--- src/rtl/tflaf_seq_ctrl.sv ---
// Sequencer for a latency-LAT adaptive filter core: run/flush control,
// token tracking of in-flight samples, output FIFO and convergence detect.
//
// state   | meaning
// --------+-----------------------------------------------------------
// S_IDLE  | waiting for start; core held, no handshakes
// S_CLR   | one cycle: core_clr high, tokens and counters cleared
// S_RUN   | samples accepted, one core enable per accepted sample
// S_FLUSH | zero-input enables until every in-flight token is pushed
module tflaf_seq_ctrl #(
   parameter int WIDTH    = 16,
   parameter int LAT      = 6,
   parameter int FDEPTH   = 4,
   parameter int CONV_LEN = 256
) (
   input  logic             clk,
   input  logic             reset_n,
   input  logic             start,
   input  logic             stop,
   input  logic             train,
   input  logic             auto_freeze,
   input  logic [WIDTH-1:0] err_thr,
   input  logic             in_valid,
   output logic             in_ready,
   input  logic [WIDTH-1:0] signal_in,
   input  logic [WIDTH-1:0] desired_in,
   output logic [WIDTH-1:0] core_signal,
   output logic [WIDTH-1:0] core_desired,
   output logic             core_en,
   output logic             core_clr,
   output logic             adapt_en,
   input  logic [WIDTH-1:0] core_filter_out,
   input  logic [WIDTH-1:0] core_error,
   output logic             out_valid,
   input  logic             out_ready,
   output logic [WIDTH-1:0] filter_out,
   output logic [WIDTH-1:0] error_out,
   output logic             busy,
   output logic             converged
);

   localparam int CW = $clog2(FDEPTH + 1);
   localparam int PW = $clog2(FDEPTH);
   localparam int WW = $clog2(LAT + 1);
   localparam int VW = $clog2(CONV_LEN + 1);
   localparam logic [CW-1:0]    FDEPTH_C = CW'(FDEPTH);
   localparam logic [PW-1:0]    PTR_LAST = PW'(FDEPTH - 1);
   localparam logic [WW-1:0]    LAT_C    = WW'(LAT);
   localparam logic [VW-1:0]    CONV_C   = VW'(CONV_LEN);
   localparam logic [WIDTH-1:0] MIN_NEG  = {1'b1, {(WIDTH-1){1'b0}}};
   localparam logic [WIDTH-1:0] MAX_POS  = {1'b0, {(WIDTH-1){1'b1}}};

   typedef enum logic [1:0] {S_IDLE, S_CLR, S_RUN, S_FLUSH} state_t;

   state_t           state;
   logic [LAT-1:0]   token;
   logic [WW-1:0]    warm_cnt;
   logic [VW-1:0]    conv_cnt;
   logic             conv_flag;
   logic [WIDTH-1:0] mem_f [FDEPTH];
   logic [WIDTH-1:0] mem_e [FDEPTH];
   logic [PW-1:0]    wr_ptr;
   logic [PW-1:0]    rd_ptr;
   logic [CW-1:0]    count;

   logic             token_any;
   logic             pop;
   logic             space;
   logic             accept;
   logic             flush_step;
   logic             push;
   logic [WIDTH-1:0] err_abs;
   logic             err_ok;
   logic [VW-1:0]    conv_nxt;

   // Handshake and enable decode; a full FIFO only blocks when the tail token is about to push.
   always_comb begin
      token_any  = |token;
      pop        = (count != '0) && out_ready;
      space      = (count < FDEPTH_C) || !token[LAT-1] || pop;
      accept     = (state == S_RUN) && in_valid && space;
      flush_step = (state == S_FLUSH) && token_any && space;
      push       = (accept || flush_step) && token[LAT-1];
   end

   // Saturated |error| against the threshold and the next convergence count.
   always_comb begin
      if (core_error == MIN_NEG)
         err_abs = MAX_POS;
      else if (core_error[WIDTH-1])
         err_abs = -core_error;
      else
         err_abs = core_error;
      err_ok = (err_abs <= err_thr);
      if (!err_ok)
         conv_nxt = '0;
      else if (conv_cnt == CONV_C)
         conv_nxt = conv_cnt;
      else
         conv_nxt = conv_cnt + 1'b1;
   end

   assign in_ready     = (state == S_RUN) && space;
   assign core_en      = accept || flush_step;
   assign core_signal  = accept ? signal_in : '0;
   assign core_desired = accept ? desired_in : '0;
   assign core_clr     = !reset_n || (state == S_CLR);
   assign adapt_en     = accept && train && (warm_cnt == LAT_C) && !(auto_freeze && conv_flag);
   assign busy         = (state != S_IDLE);
   assign converged    = conv_flag;
   assign out_valid    = (count != '0);
   assign filter_out   = mem_f[rd_ptr];
   assign error_out    = mem_e[rd_ptr];

   // Sequencer state, token shift register, warm-up and convergence tracking.
   always_ff @(posedge clk or negedge reset_n) begin
      if (!reset_n) begin
         state     <= S_IDLE;
         token     <= '0;
         warm_cnt  <= '0;
         conv_cnt  <= '0;
         conv_flag <= 1'b0;
      end else begin
         case (state)
            S_IDLE:  if (start) state <= S_CLR;
            S_CLR:   state <= S_RUN;
            S_RUN:   if (stop) state <= S_FLUSH;
            S_FLUSH: if (!token_any) state <= S_IDLE;
            default: state <= S_IDLE;
         endcase
         if (state == S_CLR) begin
            token     <= '0;
            warm_cnt  <= '0;
            conv_cnt  <= '0;
            conv_flag <= 1'b0;
         end else begin
            if (accept || flush_step)
               token <= (token << 1) | LAT'(accept);
            if (accept && (warm_cnt != LAT_C))
               warm_cnt <= warm_cnt + 1'b1;
            if (push && train) begin
               conv_cnt <= conv_nxt;
               if (conv_nxt == CONV_C)
                  conv_flag <= 1'b1;
            end
         end
      end
   end

   // First-word fall-through result FIFO; a push into a full FIFO always coincides with a pop.
   always_ff @(posedge clk or negedge reset_n) begin
      if (!reset_n) begin
         for (int i = 0; i < FDEPTH; i++) begin
            mem_f[i] <= '0;
            mem_e[i] <= '0;
         end
         wr_ptr <= '0;
         rd_ptr <= '0;
         count  <= '0;
      end else begin
         if (push) begin
            mem_f[wr_ptr] <= core_filter_out;
            mem_e[wr_ptr] <= core_error;
            wr_ptr        <= (wr_ptr == PTR_LAST) ? '0 : wr_ptr + 1'b1;
         end
         if (pop)
            rd_ptr <= (rd_ptr == PTR_LAST) ? '0 : rd_ptr + 1'b1;
         case ({push, pop})
            2'b10:   count <= count + 1'b1;
            2'b01:   count <= count - 1'b1;
            default: count <= count;
         endcase
      end
   end

endmodule

--- config.mk ---
export PLATFORM = sky130hd
export DESIGN_NAME = tflaf_seq_ctrl
export DESIGN_NICKNAME = d
export VERILOG_FILES = /design/src/rtl/tflaf_seq_ctrl.sv
export SDC_FILE = /design/constraint.sdc
export NUM_CORES = 1
export LEC_CHECK = 0
export ABC_CLOCK_PERIOD_IN_PS = 3000
export CORE_ASPECT_RATIO = 1.2
export CORE_UTILIZATION = 54
export CTS_BUF_LIST = sky130_fd_sc_hd__clkbuf_2
export DETAILED_ROUTE_END_ITERATION = 10
export HOLD_SLACK_MARGIN = 0.02
export PLACE_DENSITY_LB_ADDON = 0.2
export SLEW_MARGIN = 20
export SYNTH_ARGS = -nofsm -noshare
export SYNTH_HDL_FRONTEND = slang
export SYNTH_SLANG_ARGS = --single-unit
--- constraint.sdc ---
create_clock -name clk -period 3 [get_ports clk]
set_input_delay 0.6 -clock clk [delete_from_list [all_inputs] [get_ports clk]]
set_output_delay 0.6 -clock clk [all_outputs]
set_load 0.005 [all_outputs]
; After elaboration in Yosys (flattened, before gate mapping)
; Index checks and enable logic that the tools add are counted.
[totals]
register_bits = 156
out_inout_bits = 71
[classes]
add_sub_neg = 7
order_cmp = 5
n_eq_ne = 15
n_mux = 32
bitwise_logic = 3
n_reduce_logical = 32
[op_table]
columns = cell, count
row1 = 2-to-1 mux 16 bit, 9
row2 = bitwise mux 64 bit, 2
row3 = binary-select mux 16 bit (select 2 bit), 2
row4 = 2-to-1 mux 9 bit, 4
row5 = demux 16 bit (select 2 bit), 1
row6 = == test 9 bit (second input constant), 2
row7 = == test 16 bit (second input constant), 1
row8 = <= comparator 16 bit, 1
row9 = negator 16 bit, 1
row10 = logical AND 1 bit, 14
row11 = 2-to-1 mux 6 bit, 2
row12 = nonzero test 2 bit, 6
row13 = == test 2 bit (second input constant), 5
row14 = 2-to-1 mux 2 bit, 5
row15 = adder 9 x 1 -> 9 bit (second input constant), 1
row16 = one-hot mux 2 bit (4 select lines), 1
row17 = adder 3 x 1 -> 3 bit (second input constant), 2
row18 = greater-or-equal comparator 3 bit (second input constant), 2
row19 = 2-to-1 mux 3 bit, 2
row20 = inequality test 2 bit (second input constant), 3
row21 = inverter 2 -> 3 bit, 2
row22 = OR 6 x 1 -> 6 bit, 1
row23 = one-hot mux 3 bit (2 select lines), 1
row24 = OR reduction 6 bit, 1
row25 = other kinds (14), 23

; Depth between registers and ports, before layout
; Gate-level depths: netlist of the first run.
[depth]
word_depth = 9
mapped_depth = 15

; Worst setup path before layout of the first run
; No wires, ideal clock.
[synth_timing]
kind = input to register
from = input port core_error[1]
to = register conv_cnt[7]
setup_time_ns = 0.157
arrival_time_ns = 3.762
required_time_ns = 2.843
setup_slack_ns = -0.919
stages = 13
path_buffers = 0
path_cell_list = or4_1 or3_1 or3_4 o31ai_4 xor2_1 nand2_1 ha_1 nand4_1 or2_2 a21oi_1 nor4b_1 nor3_1 nor4_1
[synth_via]
elab_chain_len = 7
elab_cells_between_ends = 8
[synth_rtl]
columns = element, line_no
row1 = from (decl), 33  ; input logic [WIDTH-1:0] core_error,
row2 = negator 16 bit, 91  ; err_abs = -core_error;
row3 = 2-to-1 mux 16 bit, 90  ; else if (core_error[WIDTH-1])
row4 = 2-to-1 mux 16 bit (*), 88  ; if (core_error == MIN_NEG)
row5 = <= comparator 16 bit (*), 94  ; err_ok = (err_abs <= err_thr);
row6 = 2-to-1 mux 9 bit (*), 95  ; if (!err_ok)
row7 = 2-to-1 mux 9 bit (*), 141  ; if (push && train) begin
row8 = 2-to-1 mux 9 bit (*), 131  ; if (state == S_CLR) begin
row9 = to (signal assigned), 142  ; conv_cnt <= conv_nxt;
row10 = to (decl), 58  ; logic [VW-1:0] conv_cnt;
; Every way passes the cells marked *; elsewhere a longest branch is shown, timed or not. The select of a mux whose other input is x is not followed.
; A chain may end at the register's enable or synchronous reset.

; Worst setup path after layout of the first run
[layout_timing]
from = input port core_error[6]
to = register conv_cnt[6]
; Same word-level chain as after synthesis.

==> results.md, run 1 <==
- Status: finished with violations
- Failing checks: setup timing
- Root Buffer: clkbuf_2
- RSZ-0062 raised after global routing: yes
- Design area: 10860 µm²
- Max Clock Freq: 309.5 MHz
- Grt total ovfl: 0
- Initial antenna violation count: 1
- # fillers: 1027
- Synth Flop Type: dfrtp_1
- Path type of the worst min-delay path: in -> reg
- Fin worst setup slack: -230.7 ps
- Sequential share of power: 0.434
- Final Max Tran Viols: 0
- Final setup TNS: -2054 ps
- Initial core utilization: 0.5572
- Insertion delay to the later sink of the worst-skew pair: 750 ps
- Tmin final: 3231 ps
- Hpwl dp: 13770 µm
- Worst path slowest cell: clkdlybuf4s50_1
- Register area share after synthesis: 0.4821
- Combinational share of power: 0.369
- Via count: 5986
- Int Power: 3778 µW
- CTS H-tree lvls: 4
- Vias in the first global route: 6366
- Die Ht: 136.1 µm
- Share of layout cells above drive strength 1: 0.3435
- Num Clock Sinks: 156
- CTS Buf Count: 17
- Max Cap Viol: 0
- RePlAce Congestion: 0.9058
- Routed vias/inst: 5.512
- Detailed-route DRC error count: 0
- Setup CP Type: in -> reg
- Final cell count without fillers: 1086
- Hold WS: 219.7 ps
- Worst-path fanout max: 8
- Core Area: 14530 µm²
- Die X: 113.8 µm
- Worst path required time: 3630 ps
- # setup viols final: 10
- Critical path arrival: 3860 ps
- Post-Syn Nets: 777
- Net Switching: 1876 µW
- Syn_area_per_cell: 12.34 µm²
- PwrDens: 520.6 nW/µm²
- Global Route Usage Sum: 0.2737
- Sequential standard cell area: 3911 µm²
- Unique masters post-synth: 45
- Largest area contributor in the netlist: dfrtp_1
- Area delta synth->final: 34.15%
- Crit. End Element: flop
- Nets: 993
- Clock Skews: 37.20 ps
- IO Port Bufs: 158
- Sw frac: 0.3318
- Fin crit share: 1.077
- Actual slew at the worst max-slew pin: 835.4 ps
- Share of Yosys cell area claimed by the top area cell type: 0.4821
- ANT nets after route: 0
- CTS tree: done
- Rows: 48
- Syn Std Cell Area: 8098 µm²
- Cell count after synthesis: 656
- Largest net degree at the start of global routing: 157
- Share of total power in the clock network: 0.197
- Clock-pin slew on the worst setup and hold paths: 240 ps
- Dominant cells by area after synthesis: dfrtp_1, mux2_2, mux4_2
- Rel. slew slack: 0.4431
- CP Launch Type: input port
- P_leak: 0.005493 µW
- Crit-path cells: clkdlybuf4s50_1 -> or4_4 -> or3_4 -> o31ai_4 -> xor2_1 -> nand2_1 -> ha_4 -> nand4_1 -> buf_4 -> or2_4 -> a21oi_4 -> nor4b_4 -> nor3_4 -> buf_6 -> nor3_2
- Final Hold Viols: 0
- DP Area: 10220 µm²
- Maximum vdd drop: 0.0004113 V
- 1st-iter DRT viols: 352
- Top-Level Pins: 159
- CTS Buffer Depth: 2
- Post-Route WL: 20050 µm
- FFs w/ async S/R, synth: 1.000
- Placed cell count: 1021
- First-pass GRT wire length: 32300 µm
- WL/cell: 18.46 µm
- Flop and latch count out of synthesis: 156
- Yosys warnings: 0
- Die area: 15490 µm²
- CP peak stage delay: 470 ps
- Post-synth EDFFs: 0
- Core Util, Final: 0.7474
- Multi-input logic area: 4128 µm²
- First-pass detailed-route iteration total: 4
[worst max-delay path, delay by kind of cell]
family	cells	cell delay [ps]
XOR/XNOR	1	160
buffers and inverters	3	810
AND/OR/NAND/NOR	8	1660
adder cells (fa/ha/maj)	1	280
AO/OA/AOI/OAI	2	320
[flip-flops by register name, indices dropped and copies added, names as in the netlist]
signal,cells
conv_cnt,9
converged,1
mem_f,64
state,2
mem_e,64
token,6
count,3
wr_ptr,2
rd_ptr,2
warm_cnt,3
[cell type report]
class | instances | share of cell area
Multi-Input combinational cell | 430 | 0.3800
Sequential cell | 156 | 0.3601
Timing Repair Buffer | 233 | 0.2040
Tap cell | 200 | 0.02304
Clock inverter | 14 | 0.01267
Inverter | 34 | 0.01175
Clock buffer | 18 | 0.008293
Antenna cell | 1 | 0.0002304
[routing by layer]
layer	vias to the layer above	track usage	wire length (µm)
li1	2777	-	-
met1	3042	0.3507	8482
met2	144	0.4729	10490
met3	23	0.05528	762
met4	0	0.07792	310
met5	-	0	0
[repair_timing]
action	in CTS	in global routing
setup endpoints to repair	76	24
endpoints found under the hold margin	80	0
hold buffers	1	0
pin swaps	21	17
resized for setup	123	30
gates cloned	2	0
buffers inserted	21	9
[synth_stat cells, types with 15 or more instances]
library cell,number
a21oi_1,15
nor2_1,20
and2_1,33
o21ai_0,22
mux4_2,32
inv_1,34
dfrtp_1,156
clkbuf_1,28
nand2_1,44
ha_1,32
nor3_1,17
mux2_2,118
[kinds of logic (layout without fill, tap and decap cells)]
group | after synthesis | count (layout) | share of synthesized area
simple gates | 162 | 162 | 0.1049
mux | 158 | 158 | 0.2630
flops | 156 | 156 | 0.4821
buf+inv | 70 | 299 | 0.03306
compound gates | 57 | 57 | 0.04342
fa+ha+maj | 33 | 33 | 0.05192
xor+xnor | 20 | 20 | 0.02163
other cells | 0 | 1 | 0
[power groups by stage]
| stage | Clock [µW] | Combinational, µW | Sequential, µW |
|---|---|---|---|
| floorplan | 0 | 1020 | 2420 |
| global placement | 0 | 1640 | 2540 |
| detailed placement | 0 | 1700 | 2560 |
| CTS | 1140 | 2010 | 2450 |
| global route | 1240 | 2270 | 2480 |
| finish | 1110 | 2090 | 2450 |
[per-stage QoR]
step	total power, µW	setup slack [ps]
floorplan	3435	-657.1
global placement	4173	-1389
detailed placement	4261	-1484
CTS	5602	-150.6
global route	5988	-314.9
finish	5655	-230.7
[cells in the final DEF (no fill, tap or decap), types with 3 or more instances in the layout]
| cell type | count |
|---|---|
| and2_1 | 33 |
| a21oi_1 | 14 |
| nor3_1 | 7 |
| xor2_1 | 13 |
| buf_2 | 3 |
| dfrtp_1 | 154 |
| nand2_1 | 39 |
| clkinv_4 | 3 |
| nor3_2 | 8 |
| mux4_2 | 32 |
| or3_1 | 4 |
| o21ai_0 | 22 |
| clkinvlp_4 | 5 |
| buf_12 | 7 |
| mux2_2 | 118 |
| a31oi_1 | 4 |
| inv_1 | 33 |
| clkdlybuf4s15_1 | 6 |
| ha_1 | 30 |
| clkbuf_2 | 22 |
| buf_4 | 58 |
| nor4_1 | 4 |
| xnor2_1 | 7 |
| nand4_1 | 4 |
| clkdlybuf4s50_1 | 84 |
| a21o_1 | 3 |
| mux2i_1 | 8 |
| buf_6 | 11 |
| dlygate4sd2_1 | 54 |
| dlymetal6s2s_1 | 3 |
| or4_4 | 3 |
| nand3_1 | 11 |
| nand2_2 | 5 |
| nor2_1 | 20 |
[worst paths after layout]
check / depth (start not counted) / slack (ps) / from / end
max in group asynchronous: 3 / 1770 / reset_n / rd_ptr[1]
worst min-delay path: 3 / 220 / core_error[2] / mem_e[34]
worst max-delay path: 15 / -230 / core_error[6] / conv_cnt[6]
worst min register to register: 2 / 510 / mem_e[16] / mem_e[16]
min in group asynchronous: 3 / 480 / reset_n / mem_e[44]
worst max register to register: 9 / 460 / state[0] / converged
Power figures use the tool's default switching activity.
==> inputs of run 2 (changes only) <==
--- a/config.mk
+++ b/config.mk
@@ -12,6 +12,7 @@
 export DETAILED_ROUTE_END_ITERATION = 10
 export HOLD_SLACK_MARGIN = 0.02
 export PLACE_DENSITY_LB_ADDON = 0.2
+export SKIP_LAST_GASP = 1
 export SLEW_MARGIN = 20
 export SYNTH_ARGS = -nofsm -noshare
 export SYNTH_HDL_FRONTEND = slang
==> results.md, run 2 (synthesis results as in run 1) <==
- Status: finished with violations
- Failing checks: setup timing
- Number of cells on the critical path: 15
- First-pass detailed-route iteration total: 8
- Initial antenna violation count: 1
- Core Area: 14530 µm²
- PwrDens: 531.1 nW/µm²
- Insertion delay to the later sink of the worst-skew pair: 720 ps
- CP Launch Type: input port
- RSZ-0062 raised after global routing: yes
- Crit-path cells: clkdlybuf4s50_1 -> or4_4 -> or3_4 -> o31ai_4 -> xor2_1 -> nand2_1 -> ha_4 -> nand4_1 -> buf_4 -> or2_4 -> a21oi_4 -> nor4b_4 -> nor3_4 -> buf_6 -> nor3_2
- Num Clock Sinks: 156
- Sequential share of power: 0.411
- Grt total ovfl: 0
- Design area: 11230 µm²
- Rel. slew slack: 0.4454
- Detailed-route DRC error count: 0
- Die X: 113.8 µm
- Final Hold Viols: 0
- Fin crit share: 1.087
- Rows: 48
- DP Area: 10220 µm²
- RePlAce Congestion: 0.9058
- Largest regs: mem_e (64), mem_f (64), conv_cnt (9)
- Via count: 6120
- Final setup TNS: -2349 ps
- Combinational share of power: 0.405
- Global Route Usage Sum: 0.2735
- CP delay by family, top: simple AND/OR/NAND/NOR gates
- CTS tree: done
- Final Max Tran Viols: 0
- Critical path arrival: 3860 ps
- Die area: 15490 µm²
- Clock-pin slew on the worst setup and hold paths: 240 ps
- Area delta synth->final: 38.64%
- Setup CP Type: in -> reg
- Multi-input logic area: 4125 µm²
- P_leak: 0.006136 µW
- Path type of the worst min-delay path: in -> reg
- Die Ht: 136.1 µm
- Max Clock Freq: 306.6 MHz
- CTS Buf Count: 17
- Root Buffer: clkbuf_2
- Fin worst setup slack: -261.3 ps
- Vias in the first global route: 6373
- CP bufs+invs: 3
- CP peak stage delay: 470 ps
- Commonest non-fill, non-tap cell in the layout: dfrtp_1
- Initial core utilization: 0.5572
- Share of total power in the clock network: 0.184
- Nets: 1016
- # fillers: 925
- Sw frac: 0.3280
- Crit. End Element: flop
- Tmin final: 3261 ps
- R2R cell count: 10
- ANT nets after route: 0
- First-pass GRT wire length: 32270 µm
- Routed vias/inst: 5.518
- Most frequent cells in the layout: dfrtp_1, mux2_2, clkdlybuf4s50_1, buf_4
- Worst path required time: 3600 ps
- Maximum vdd drop: 0.0004036 V
- Int Power: 4007 µW
- CTS Buffer Depth: 2
- Worst path slowest cell: clkdlybuf4s50_1
- 1st-iter DRT viols: 396
- Net Switching: 1956 µW
- Post-Route WL: 20840 µm
- Clock Skews: 34.72 ps
- CTS H-tree lvls: 4
- Actual slew at the worst max-slew pin: 831.9 ps
- Max Cap Viol: 0
- Worst-path fanout max: 8
- Largest net degree at the start of global routing: 157
- Share of layout cells above drive strength 1: 0.3568
- Hold Path Depth: 3
- Sequential standard cell area: 3911 µm²
- # setup viols final: 10
- Hpwl dp: 13770 µm
- Top-Level Pins: 159
- IO Port Bufs: 158
- WL/cell: 18.79 µm
==> run 2: worst min-delay path, stage by stage <==
cell and delay (ps):
buf_6 70, buf_4 150, mux2_2 150
==> run 2: power groups by stage <==
stage	Sequential, µW	Combinational (µW)	Clock, µW
CTS	2450	2050	1140
detailed placement	2560	1700	0
finish	2450	2410	1100
global route	2470	2590	1240
global placement	2540	1640	0
floorplan	2420	1020	0
==> run 2: per-stage QoR <==
stage	setup WS [ps]	total power [µW]	hold slack (ps)	utilization	instances
floorplan	-657.1	3435	304.4	-	656
global placement	-1389	4173	458.7	0.7033	1021
detailed placement	-1484	4261	466.6	0.7033	1021
CTS	-150.6	5637	177.0	0.7417	1076
global route	-326.9	6299	188.0	0.7725	1109
finish	-261.3	5963	263.5	0.7725	1109
==> run 2: worst paths after layout <==
| check | to | slack [ps] | startpoint |
|---|---|---|---|
| setup / recovery | conv_cnt[6] | -260 | core_error[6] |
| hold / removal | mem_e[34] | 260 | core_error[2] |
| hold reg to reg | mem_e[16] | 510 | mem_e[16] |
| max in group asynchronous | rd_ptr[1] | 1740 | reset_n |
| setup reg to reg | converged | 420 | state[0] |
| min in group asynchronous | mem_e[44] | 520 | reset_n |
==> run 2: layer usage <==
layer	track usage	up-vias	wire, µm
met5	0	-	0
met4	0.07792	0	259
met3	0.05528	19	780
met2	0.4743	154	11010
met1	0.3490	3122	8792
li1	-	2825	-
==> run 2: area by class of cell <==
class	count	share of cell area
multi-input combinational	430	0.3674
inverter	34	0.01137
clock buffer	18	0.008024
timing repair buffer	256	0.2300
tap	200	0.02229
antenna	1	0.0002229
sequential	156	0.3484
clock inverter	14	0.01226
==> run 2: what timing repair did <==
action                                  CTS  global route
hold buffers                              1             0
gates cloned                              2             3
resized for setup                        82            67
pin swaps                                21            17
setup buffers                            21            30
hold endpoints to repair                 80             0
endpoints found under the setup margin   76            61
==> inputs of run 3 (changes only) <==
--- a/config.mk
+++ b/config.mk
@@ -11,7 +11,7 @@
 export CTS_BUF_LIST = sky130_fd_sc_hd__clkbuf_2
 export DETAILED_ROUTE_END_ITERATION = 10
 export HOLD_SLACK_MARGIN = 0.02
-export PLACE_DENSITY_LB_ADDON = 0.2
+export PLACE_DENSITY = 0.93
 export SKIP_LAST_GASP = 1
 export SLEW_MARGIN = 20
 export SYNTH_ARGS = -nofsm -noshare
==> results.md, run 3 (synthesis results as in run 1) <==
- Core Util, Final: 0.7602
- Area delta synth->final: 36.43%
- Top-Level Pins: 159
- Insertion delay to the later sink of the worst-skew pair: 740 ps
- Path type of the worst min-delay path: in -> reg
- Sequential standard cell area: 3906 µm²
- Most frequent CP cell: buf_6
- Status: finished with violations
- Largest regs: mem_e (64), mem_f (64), conv_cnt (9)
- Detailed-route DRC error count: 0
- Initial antenna violation count: 4
- CP peak stage delay: 520 ps
- RSZ-0062 raised after global routing: yes
- Final cell count without fillers: 1086
- Core Area: 14530 µm²
- # fillers: 862
- Worst path slowest cell: or4_4
- Worst path required time: 3650 ps
- ANT nets after route: 0
- Rel. slew slack: 0.3986
- Setup CP Type: in -> reg
- Routed vias/inst: 5.788
- CP Launch Type: input port
- PwrDens: 551.9 nW/µm²
- Hpwl dp: 13610 µm
- First-pass GRT wire length: 34180 µm
- Via count: 6286
- Final Max Tran Viols: 0
- Tmin final: 3278 ps
- Max Cap Viol: 0
- Crit-path cells: buf_6 -> or4_4 -> or3_4 -> or3_4 -> buf_6 -> nand2_2 -> xor2_1 -> nand2_1 -> ha_4 -> nand4_1 -> buf_4 -> a2111oi_4 -> nor4b_4 -> nor3_2 -> buf_6 -> nor3_2
- Most frequent cells in the layout: dfrtp_1, mux2_2, clkdlybuf4s50_1, buf_4, dlygate4sd2_1
- RePlAce Congestion: 0.8364
- CTS H-tree lvls: 4
- Final Hold Viols: 0
- Clock-pin slew on the worst setup and hold paths: 240 ps
- Global Route Usage Sum: 0.2926
- Die X: 113.8 µm
- Root Buffer: clkbuf_2
- Critical path arrival: 3930 ps
- Largest net degree at the start of global routing: 157
- Crit. End Element: flop
- First-pass detailed-route iteration total: 7
- Vias in the first global route: 6577
- Grt total ovfl: 0
- Worst-path fanout max: 8
- Share of layout cells above drive strength 1: 0.3454
- Die Ht: 136.1 µm
- Max Clock Freq: 305.1 MHz
- Initial core utilization: 0.5572
- Nets: 991
- CTS tree: done
- Final setup TNS: -2454 ps
- WL/cell: 20.43 µm
- Power, Total: 6098 µW
- Multi-input logic area: 4143 µm²
- Commonest non-fill, non-tap cell in the layout: dfrtp_1
- Maximum vdd drop: 0.0003818 V
- Clock Skews: 27.96 ps
- Placed cell count: 1018
- Post-Route WL: 22180 µm
- Pre-CTS WS: -1405 ps
- Die area: 15490 µm²
- CTS Buffer Depth: 2
- Failing checks: setup timing
- IO Port Bufs: 158
- CTS Buf Count: 17
- Actual slew at the worst max-slew pin: 902.1 ps
- P_leak: 0.005730 µW
- Num Clock Sinks: 156
- Rows: 48
- Fin crit share: 1.093
- # setup viols final: 10
- 1st-iter DRT viols: 498
- Fin worst setup slack: -277.8 ps
## run 3: cell count changes in the layout (fill, tap and decap cells not counted), moves of 4 or more
cell / before / now
buf_4: 79 / 56
buf_6: 11 / 5
bufinv_16: 1 / 5
clkinvlp_4: 5 / 1
dlygate4sd2_1: 21 / 45
dlymetal6s2s_1: 40 / 16
## run 3: report_power, final
part / total (µW) / internal [µW] / switching (µW)
registers: 2450 / 2300 / 153
logic: 2210 / 1190 / 1020
clock network: 1440 / 649 / 792
## run 3: critical path: cells and delay by family
kind	cells	cell delay, ps
adder cells (fa/ha/maj)	1	290
AO/OA/AOI/OAI	1	350
XOR/XNOR	1	160
AND/OR/NAND/NOR	9	1910
buffers and inverters	4	610
## run 3: stage by stage
step / instance area [µm²] / hold slack [ps]
finish: 11050 / 253.0
global route: 11050 / 203.5
CTS: 10910 / 201.9
detailed placement: 10220 / 469.1
global placement: 10220 / 457.7
floorplan: 8105 / 304.4
## run 3: routing by layer
layer	global-route usage	vias to the layer above	share of wire
li1	-	2779	-
met5	0	-	0.00059
met4	0.1104	2	0.032
met2	0.5064	245	0.52
met3	0.07445	61	0.060
met1	0.3528	3199	0.39
## run 3: final timing paths
check                               from          end  slack (ps)  depth (start not counted)
min reg2reg                    mem_e[63]    mem_e[63]         520                          2
max                        core_error[2]  conv_cnt[5]        -280                         16
max in group asynchronous        reset_n    mem_f[25]        1800                          3
min in group asynchronous        reset_n     token[0]         480                          3
max reg2reg                     state[0]    converged         440                          7
min                        core_error[3]    mem_e[51]         250                          3
## run 3: layout make-up
class	count	share of cell area
diodes	3	0.0006795
clock buffers	19	0.008607
clock inverters	13	0.01937
inverters	34	0.01155
multi-input cells	430	0.3750
flip-flops and latches	156	0.3536
well taps	200	0.02265
repair buffers	231	0.2086
## run 3: what timing repair did
item | 4_1_cts | 5_1_grt
gates resized for setup | 111 | 40
cloned | 4 | 1
pin swaps | 24 | 17
buffers inserted | 19 | 10
endpoints found under the hold margin | 50 | 0
hold buffers | 1 | 0
endpoints found under the setup margin | 76 | 64
